===== src/rtl/noc_link_axis_rx.sv =====
// -----------------------------------------------------------------------------
// noc_link_axis_rx
// Receive end of a credit-based router flit link. Incoming flits are buffered
// in a small FIFO and SERIALIZATION_FACTOR flits are gathered into one
// AXI-Stream beat. Every flit leaving the FIFO returns one credit upstream.
//
// Ports
//   clk_noc          single clock, all state on the rising edge
//   rst_n            asynchronous active-low reset
//   data_in          flit payload (FLIT_WIDTH)
//   dest_in          flit destination {tid, tdest}
//   is_tail_in       last flit of a packet
//   send_in          flit valid this cycle (credit governed, no backpressure)
//   credit_out       one-cycle pulse per flit drained from the FIFO
//   axis_out_*       AXI-Stream master (tvalid/tready/tdata/tlast/tid/tdest)
//   overflow_err     sticky: a flit arrived while the FIFO was full
//   pkt_count        number of tail beats delivered
//
// Optional feature macro: RX_PKT_COUNT_EN
//   defined   -> pkt_count counts tvalid&tready&tlast handshakes (16-bit wrap)
//   undefined -> pkt_count is tied to zero and no counter exists
// -----------------------------------------------------------------------------
module noc_link_axis_rx #(
    parameter int FLIT_BUFFER_DEPTH    = 4,
    parameter int TDATA_WIDTH          = 128,
    parameter int SERIALIZATION_FACTOR = 1,
    parameter int TID_WIDTH            = 2,
    parameter int TDEST_WIDTH          = 4,
    parameter int FLIT_WIDTH           = TDATA_WIDTH / SERIALIZATION_FACTOR,
    parameter int DEST_WIDTH           = TDEST_WIDTH + TID_WIDTH
) (
    input  logic                   clk_noc,
    input  logic                   rst_n,
    input  logic [FLIT_WIDTH-1:0]  data_in,
    input  logic [DEST_WIDTH-1:0]  dest_in,
    input  logic                   is_tail_in,
    input  logic                   send_in,
    output logic                   credit_out,
    output logic                   axis_out_tvalid,
    input  logic                   axis_out_tready,
    output logic [TDATA_WIDTH-1:0] axis_out_tdata,
    output logic                   axis_out_tlast,
    output logic [TID_WIDTH-1:0]   axis_out_tid,
    output logic [TDEST_WIDTH-1:0] axis_out_tdest,
    output logic                   overflow_err,
    output logic [15:0]            pkt_count
);

    localparam int SF      = SERIALIZATION_FACTOR;
    localparam int PTR_W   = $clog2(FLIT_BUFFER_DEPTH);
    localparam int IDX_W   = (SF > 1) ? $clog2(SF) : 1;
    localparam int ENTRY_W = FLIT_WIDTH + DEST_WIDTH + 1;

    // FIFO storage and bookkeeping
    logic [ENTRY_W-1:0]     mem_r [FLIT_BUFFER_DEPTH];
    logic [PTR_W-1:0]       wr_ptr_r;
    logic [PTR_W-1:0]       rd_ptr_r;
    logic [PTR_W:0]         count_r;

    // Beat assembly state
    logic [IDX_W-1:0]       idx_r;
    logic [TDATA_WIDTH-1:0] part_data_r;
    logic [TID_WIDTH-1:0]   part_tid_r;
    logic [TDEST_WIDTH-1:0] part_tdest_r;

    // Output register
    logic                   tvalid_r;
    logic [TDATA_WIDTH-1:0] tdata_r;
    logic                   tlast_r;
    logic [TID_WIDTH-1:0]   tid_r;
    logic [TDEST_WIDTH-1:0] tdest_r;
    logic                   credit_r;
    logic                   overflow_r;

    logic                   full_s;
    logic                   empty_s;
    logic                   wr_en_s;
    logic [ENTRY_W-1:0]     head_s;
    logic [FLIT_WIDTH-1:0]  head_data_s;
    logic [DEST_WIDTH-1:0]  head_dest_s;
    logic                   head_tail_s;
    logic                   last_sub_s;
    logic                   out_free_s;
    logic                   pop_s;
    logic                   load_s;
    logic [TDATA_WIDTH-1:0] placed_s;
    logic [TID_WIDTH-1:0]   first_tid_s;
    logic [TDEST_WIDTH-1:0] first_tdest_s;

    // Full is judged on the current occupancy, so a same-cycle pop never makes room.
    assign full_s  = (count_r == (PTR_W+1)'(FLIT_BUFFER_DEPTH));
    assign empty_s = (count_r == {(PTR_W+1){1'b0}});
    assign wr_en_s = send_in && !full_s;

    assign head_s      = mem_r[rd_ptr_r];
    assign head_data_s = head_s[FLIT_WIDTH-1:0];
    assign head_dest_s = head_s[FLIT_WIDTH +: DEST_WIDTH];
    assign head_tail_s = head_s[ENTRY_W-1];

    // A flit that closes the beat (last sub-flit or an early tail) needs the
    // output register; intermediate sub-flits only go into the partial beat.
    // Gating early tails on the output register keeps a held beat from being
    // overwritten.
    assign last_sub_s = (idx_r == IDX_W'(SF - 1)) || head_tail_s;
    assign out_free_s = !tvalid_r || axis_out_tready;
    assign pop_s      = !empty_s && (!last_sub_s || out_free_s);
    assign load_s     = pop_s && last_sub_s;

    // Position the head flit at its sub-flit slot and pick the beat's tid/tdest.
    always_comb begin
        placed_s = {TDATA_WIDTH{1'b0}};
        placed_s[idx_r*FLIT_WIDTH +: FLIT_WIDTH] = head_data_s;
        if (idx_r == {IDX_W{1'b0}}) begin
            first_tid_s   = head_dest_s[DEST_WIDTH-1 -: TID_WIDTH];
            first_tdest_s = head_dest_s[TDEST_WIDTH-1:0];
        end else begin
            first_tid_s   = part_tid_r;
            first_tdest_s = part_tdest_r;
        end
    end

    // FIFO payload storage (data only, no reset needed).
    always_ff @(posedge clk_noc) begin
        if (wr_en_s) begin
            mem_r[wr_ptr_r] <= {is_tail_in, dest_in, data_in};
        end
    end

    // FIFO pointers and occupancy.
    always_ff @(posedge clk_noc or negedge rst_n) begin
        if (!rst_n) begin
            wr_ptr_r <= {PTR_W{1'b0}};
            rd_ptr_r <= {PTR_W{1'b0}};
            count_r  <= {(PTR_W+1){1'b0}};
        end else begin
            if (wr_en_s) begin
                wr_ptr_r <= wr_ptr_r + PTR_W'(1);
            end
            if (pop_s) begin
                rd_ptr_r <= rd_ptr_r + PTR_W'(1);
            end
            case ({wr_en_s, pop_s})
                2'b10:   count_r <= count_r + (PTR_W+1)'(1);
                2'b01:   count_r <= count_r - (PTR_W+1)'(1);
                default: count_r <= count_r;
            endcase
        end
    end

    // Partial beat accumulation; cleared whenever a beat is handed to the output.
    always_ff @(posedge clk_noc or negedge rst_n) begin
        if (!rst_n) begin
            idx_r        <= {IDX_W{1'b0}};
            part_data_r  <= {TDATA_WIDTH{1'b0}};
            part_tid_r   <= {TID_WIDTH{1'b0}};
            part_tdest_r <= {TDEST_WIDTH{1'b0}};
        end else if (load_s) begin
            idx_r       <= {IDX_W{1'b0}};
            part_data_r <= {TDATA_WIDTH{1'b0}};
        end else if (pop_s) begin
            idx_r        <= idx_r + IDX_W'(1);
            part_data_r  <= part_data_r | placed_s;
            part_tid_r   <= first_tid_s;
            part_tdest_r <= first_tdest_s;
        end else begin
            idx_r <= idx_r;
        end
    end

    // Output register: load a completed beat, drop tvalid after a handshake.
    always_ff @(posedge clk_noc or negedge rst_n) begin
        if (!rst_n) begin
            tvalid_r <= 1'b0;
            tdata_r  <= {TDATA_WIDTH{1'b0}};
            tlast_r  <= 1'b0;
            tid_r    <= {TID_WIDTH{1'b0}};
            tdest_r  <= {TDEST_WIDTH{1'b0}};
        end else if (load_s) begin
            tvalid_r <= 1'b1;
            tdata_r  <= part_data_r | placed_s;
            tlast_r  <= head_tail_s;
            tid_r    <= first_tid_s;
            tdest_r  <= first_tdest_s;
        end else if (tvalid_r && axis_out_tready) begin
            tvalid_r <= 1'b0;
        end else begin
            tvalid_r <= tvalid_r;
        end
    end

    // Credit return pulse and sticky overflow flag.
    always_ff @(posedge clk_noc or negedge rst_n) begin
        if (!rst_n) begin
            credit_r   <= 1'b0;
            overflow_r <= 1'b0;
        end else begin
            credit_r   <= pop_s;
            overflow_r <= overflow_r || (send_in && full_s);
        end
    end

`ifdef RX_PKT_COUNT_EN
    logic [15:0] pkt_count_r;

    // Count delivered tail beats; wraps naturally at 16 bits.
    always_ff @(posedge clk_noc or negedge rst_n) begin
        if (!rst_n) begin
            pkt_count_r <= 16'h0000;
        end else if (tvalid_r && axis_out_tready && tlast_r) begin
            pkt_count_r <= pkt_count_r + 16'h0001;
        end else begin
            pkt_count_r <= pkt_count_r;
        end
    end

    assign pkt_count = pkt_count_r;
`else
    assign pkt_count = 16'h0000;
`endif

    assign credit_out      = credit_r;
    assign overflow_err    = overflow_r;
    assign axis_out_tvalid = tvalid_r;
    assign axis_out_tdata  = tdata_r;
    assign axis_out_tlast  = tlast_r;
    assign axis_out_tid    = tid_r;
    assign axis_out_tdest  = tdest_r;

endmodule


===== config.mk =====
export PLATFORM = sky130hd
export DESIGN_NAME = noc_link_axis_rx
export DESIGN_NICKNAME = d
export VERILOG_FILES = /design/src/rtl/noc_link_axis_rx.sv
export SDC_FILE = /design/constraint.sdc
export NUM_CORES = 1
export LEC_CHECK = 0
export BUFFER_PORTS_ARGS = -buffer_cell sky130_fd_sc_hd__buf_2
export CAP_MARGIN = 20
export CORE_ASPECT_RATIO = 0.6
export CORE_MARGIN = 2
export CORE_UTILIZATION = 52
export DETAILED_ROUTE_END_ITERATION = 10
export HOLD_SLACK_MARGIN = 0.1
export PLACE_DENSITY = 0.71
export REMOVE_ABC_BUFFERS = 1
export SYNTH_ARGS = -nofsm -noshare
export SYNTH_HDL_FRONTEND = slang
export SYNTH_SLANG_ARGS = --single-unit

===== constraint.sdc =====
create_clock -name clk_noc -period 4.29 [get_ports clk_noc]
set_input_delay 0.6435 -clock clk_noc [delete_from_list [all_inputs] [get_ports clk_noc]]
set_output_delay 0.6435 -clock clk_noc [all_outputs]
set_load 0.01 [all_outputs]

# == Word level (Yosys, flattened, before mapping) ==
# Memories as Yosys holds them, arrays and structs flattened.
# Cells that the tools add are included.
# totals
regBits,280
inputBits,139
mem_bits_ro,0
word_cells,59
output_inout_bits,154
latch_bits,0
ram_bits,540
n_memories,1
# classes
div,0
n_addsub,6
n_mul,0
magnitude_cmp,0
n_mux,11
shift,2
n_reduce_logical,18
bitwise_logic,4
n_eq_ne,3
# mem_list
memory,words,width,read_ports,rd_clocked_by_memory_dff,wr,line,source
mem_r,4,135,1,0,1,55,logic [ENTRY_W-1:0] mem_r [FLIT_BUFFER_DEPTH];
# ops
op,count
2-to-1 mux 128 bit,2
AND 128 bit,1
bitwise OR 128 bit,1
variable shift 128 x 34 -> 128 bit (first input constant),1
indexed part select 128 x 34 -> 128 bit,1
negator 8 -> 34 bit,1
2-to-1 mux 1 bit,6
case mux 3 bit (2 select lines),1
nonzero test 2 bit,3
logical AND 1 bit,5
adder 2 x 1 -> 2 bit (second input constant),2
zero test 1 bit,4
logical OR 1 bit,4
2-to-1 mux 4 bit,1
adder 3 x 1 -> 3 bit (second input constant),1
equality test 3 bit (second input constant),1
zero test 3 bit,1
subtractor 3 x 1 -> 3 bit (second input constant),1
equality test 2 x 1 -> 1 bit (second input constant),1
equality test 2 bit (second input constant),1
2-to-1 mux 2 bit,1
inverter 1 bit,2
AND reduction 2 bit,1
adder 1 bit (second input constant),1

# == Logic depth before layout (Yosys ltp) ==
# depth
ltp_word,8
ltp_mapped,12
depth_no_buf,9

# == Worst setup path before layout ==
# No wires, ideal clock.
# synth_path
path_kind,input to register
from,in send_in
to,mem mem_r[0][0] in the netlist's numbering (enable)
slack_ns,-0.382
path_stages,2
setup_ns,0.510
t_arrival_ns,4.162
n_path_buf,0
required_time_ns,3.780
cell_sequence,a21boi_1 and2_1
# synth_between
elab_chain_len,3
# synth_rtl
item,line,source
start: declaration,37,"input logic send_in,"
logical AND 1 bit,93,assign wr_en_s = send_in && !full_s;
2-to-1 mux 1 bit,124,if (wr_en_s) begin
2-to-1 mux 1 bit (not written as such),125,"mem_r[wr_ptr_r] <= {is_tail_in, dest_in, data_in};"
end: declaration,55,
# Every way passes these cells.

# == Worst setup path in the final report ==
# layout_path
from,reg rd_ptr_r[0]
to,reg tdata_r[90] (netlist: axis_out_tdata[90])
# layout_between
elab_chain_len,6
word_cells_on_any_way,9
classes_between,1 x shift; 2 x bitwise; 5 x reduce/logical; 1 x memory
# layout_rtl
item,line,source
start: declaration,57,logic [PTR_W-1:0] rd_ptr_r;
start signal: assignment,133,rd_ptr_r <= {PTR_W{1'b0}};
start signal: assignment,140,rd_ptr_r <= rd_ptr_r + PTR_W'(1);
memory read (4 x 135 bit) (*),-,
branches (longest 5 deep; another with indexed part select 128 x 34 -> 128 bit),-,
end signal: assignment,174,tdata_r <= {TDATA_WIDTH{1'b0}};
end signal: assignment,180,tdata_r <= part_data_r | placed_s;
end: declaration,68,logic [TDATA_WIDTH-1:0] tdata_r;
# Mark *: on every way between the ends.
# A chain may end at the register's enable or synchronous reset.

==> results.md <==
- Status: completed
- Num Clock Sinks: 820
- Hold_buf cts: 0
- Flops & latches, synth: 820
- Post-Synth Simple-Gate Area: 0.0253
- Reg area: 23,200 um^2
- Leading area contributor after synthesis: edfxtp_1
- Syn avg cell area: ~16 um^2
- Multiplexer share of the synthesized area: 0.116
- Max Cap Viol: 0
- Most frequent CP cell: buf_4
- Cells after DPL: 2,964
- RePlAce Congestion: 0.736
- Num ports: roughly 290
- Register area share after synthesis: 0.737
- Cts repair resizes: 0
- RSZ-0062 raised after global routing: no
- Root buffer cell: clkbuf_16
- Number of fill cells: between 4,000 and 5,000
- Setup Viol. Count Final: 0
- Post-Synth Adder-Cell Area: 0.00262
- Fin. Hold Viols: 0
- Setup Skew: 0.0198 ns
- CP Cell Sequence: buf_4 > buf_4 > mux2i_1 > o221ai_1 > mux2_1
- P&R area growth vs syn: 14.6%
- Residual DRC: 0
- FFs w/ async S/R, synth: 0.341
- Gr ovfl total: 0
- Area of the die: 62,600 um^2
- Critical path arrival: 3.27 ns
- Clock Path Buffers: 3
- Hold Path Class: input port to async pin
- PortBufs: around 280
- Detailed placement HPWL: just under 40,000 um
- Area fraction in compound gates after synthesis: 0.0828
- CTS clk-pin slew, worst paths: 0.07 ns
- Area of the multi-input gates: between 7000 and 8000 um^2
- Initial Util: 0.529
- Synth Instances: 1,996
- Max stage delay on crit path: 0.65 ns
- Post-synthesis xor/xnor area fraction: 0.00139
- Top_reg_cell synth: edfxtp_1
- Buffers plus inverters on the worst setup path: 2
- Worst Path Required: 4.78 ns
- GRT Total Usage: 0.221
- Top cells by area, synth: edfxtp_1 51%, dfrtp_1 22%, mux2i_1 8.2%
- CTS buffer count: 73
- Tcrit/Tclk final: 0.649
- Total routed wirelength: 68,400 um
- Initial antenna violation count: 19
- Hold_ws: 0.0834 ns
- Num rows: 69
- First-pass GRT wire length: 105,000 um
- Leakage power: 14.2 nW
- 1st-iter DRT viols: about 1,200
- Vias in the first global route: 18,020
- CTS tree: done
- Max Slew Vio Count: 0
- Non-filler instance count after layout: 3,109
- Number of library cell types mapped by synthesis: 35
- Ys Warns: 0
- H-tree levels: 3
- Die X: 322 um
- CP max FO: 33
- Clock Latency Late Sink: 0.62 ns
- Layout Utilization: 0.606
- Largest net degree at the start of global routing: 148
- ANT nets after route: 0
- Die Ht: 195 um
- Slew margin rel.: 0.158
- Delay-heaviest family, CP: buffers and inverters
- Setup bufs post-CTS: 0
- Slew @ Worst Pin: roughly 1.3 ns
- Via density: 5.57
- Fin nets: 2,403
- Critical path startpoint category: register
- DRT Pass-1 Iters: 5
- Fin crit period: roughly 2.8 ns
- Synth Cell Area: 31,500 um^2
- Max rail drop VDD: 0.569 mV
- Synth top area share: 0.515
- Routed vias: 17,329
- Crit path kind: register to register
- Core area: 59,600 um^2
- Power per cell area: 681 nW/um^2
- EDFF count, synth: 540
- Highest clock rate: 359 MHz
- Post-DR wirelength/cell: roughly 22 um
- Largest family of logic cells by synthesized area: multiplexers
- CP endpoint kind: register
- Worst-path cell with the longest stage delay: dfrtp_4
- Share of layout cells above drive strength 1: 0.196
power breakdown:
group / internal, W / switching [W] / leakage [nW]
combinational: 0.00282 / 0.00430 / 4.44
clock: 0.00372 / 0.00281 / 1.17
sequential: 0.0103 / 0.000669 / 8.58
total: 0.0168 / 0.00777 / 14.2
stage by stage:
| stage | total power [W] | area, um^2 | setup WS, ns | setup TNS, ns |
|---|---|---|---|---|
| after floorplan | 0.0154 | 30800 | -9.14 | -2343.65 |
| after global placement | 0.0181 | 33700 | 1.54 | 0 |
| after detailed placement | 0.0183 | 33700 | 1.49 | 0 |
| after CTS | 0.0248 | 36100 | 1.50 | 0 |
| after global routing | 0.0258 | 36100 | 1.37 | 0 |
| final | 0.0246 | 36100 | 1.50 | 0 |
synth_stat cells, types with 38 or more instances:
master      n
a21boi_0   40
a21boi_1   38
a21oi_1    58
buf_2      66
clkbuf_1   42
dfrtp_1   280
edfxtp_1  540
inv_1      85
mux2_1     76
mux2i_1   257
nand2_1   132
nor2_1     55
o21ai_0    57
o221ai_1   76
o22ai_1    58
o31ai_1    52
path summary, 6_finish.rpt:
path | endpoint | startpoint | slack (ns) | cells after the start
max reg2reg | axis_out_tdata[90] | rd_ptr_r[0] | 1.50 | 5
max | axis_out_tdata[90] | rd_ptr_r[0] | 1.50 | 5
min in group clk_noc | mem_r[0][19] | data_in[19] | 0.23 | 1
min reg2reg | part_tdest_r[0] | part_tdest_r[0] | 0.38 | 0
min | part_data_r[42] | rst_n | 0.08 | 1
max in group asynchronous | axis_out_tdata[57] | rst_n | 3.22 | 2
worst register-to-register path, stage by stage, from the launching register on:
cell and delay [ns]:
dfrtp_4 0.65, buf_4 0.57, buf_4 0.63, mux2i_1 0.29
o221ai_1 0.16, mux2_1 0.36
cell type report:
cell class	count	area share
sequential	820	0.643
multi-input combinational	964	0.202
clock buffer	114	0.0608
timing repair buffer	314	0.0516
tap	781	0.0271
inverter	85	0.00884
clock inverter	21	0.00537
antenna	10	0.000693
sequential cells by signal, summed over array words and instances (netlist names):
register and cells:
idx_r 1, mem_r 540, credit_out 1, part_tid_r 2, axis_out_tvalid 1, overflow_err 1
count_r 3, axis_out_tlast 1, part_tdest_r 4, axis_out_tdata 128, wr_ptr_r 2, part_data_r 128
rd_ptr_r 2, axis_out_tid 2, axis_out_tdest 4
cells in the final DEF, fill, tap and decap left out, types with 2 or more instances in the layout:
cell type,synthesis,layout
bufinv_16,0,3
o221ai_1,76,76
nor2_1,55,55
xnor2_1,4,4
ha_1,5,5
and2_4,0,4
o21ai_0,57,57
inv_6,0,2
mux2_1,76,76
mux2_2,21,21
nand2_1,132,131
mux2i_1,257,257
buf_4,21,23
clkinv_2,0,10
diode_2,0,10
nor3_1,2,2
clkinv_1,0,3
edfxtp_1,540,540
clkinv_4,0,2
o22ai_1,58,58
buf_12,0,15
clkbuf_1,42,24
dfrtp_1,280,279
conb_1,1,16
nand2b_1,3,2
clkbuf_8,0,13
a21boi_0,40,40
inv_1,85,85
a21oi_1,58,58
buf_2,66,275
clkbuf_16,0,77
o31ai_1,52,52
a21boi_1,38,38
cells by family after synthesis:
group | count (synthesis)
flops | 820
compound gates | 381
mux | 354
buf+inv | 227
simple gates | 202
fa+ha+maj | 6
xor+xnor | 5
other cells | 1
routing by layer:
layer  global-route usage  share of wire  vias to the layer above
met4               0.0602          0.019                       16
li1                     -              -                     7973
met2                0.360           0.49                      401
met5                    0         0.0015                        -
met1                0.297           0.43                     8826
met3               0.0570          0.060                      113
No activity file was read; power rests on OpenSTA's default activity.
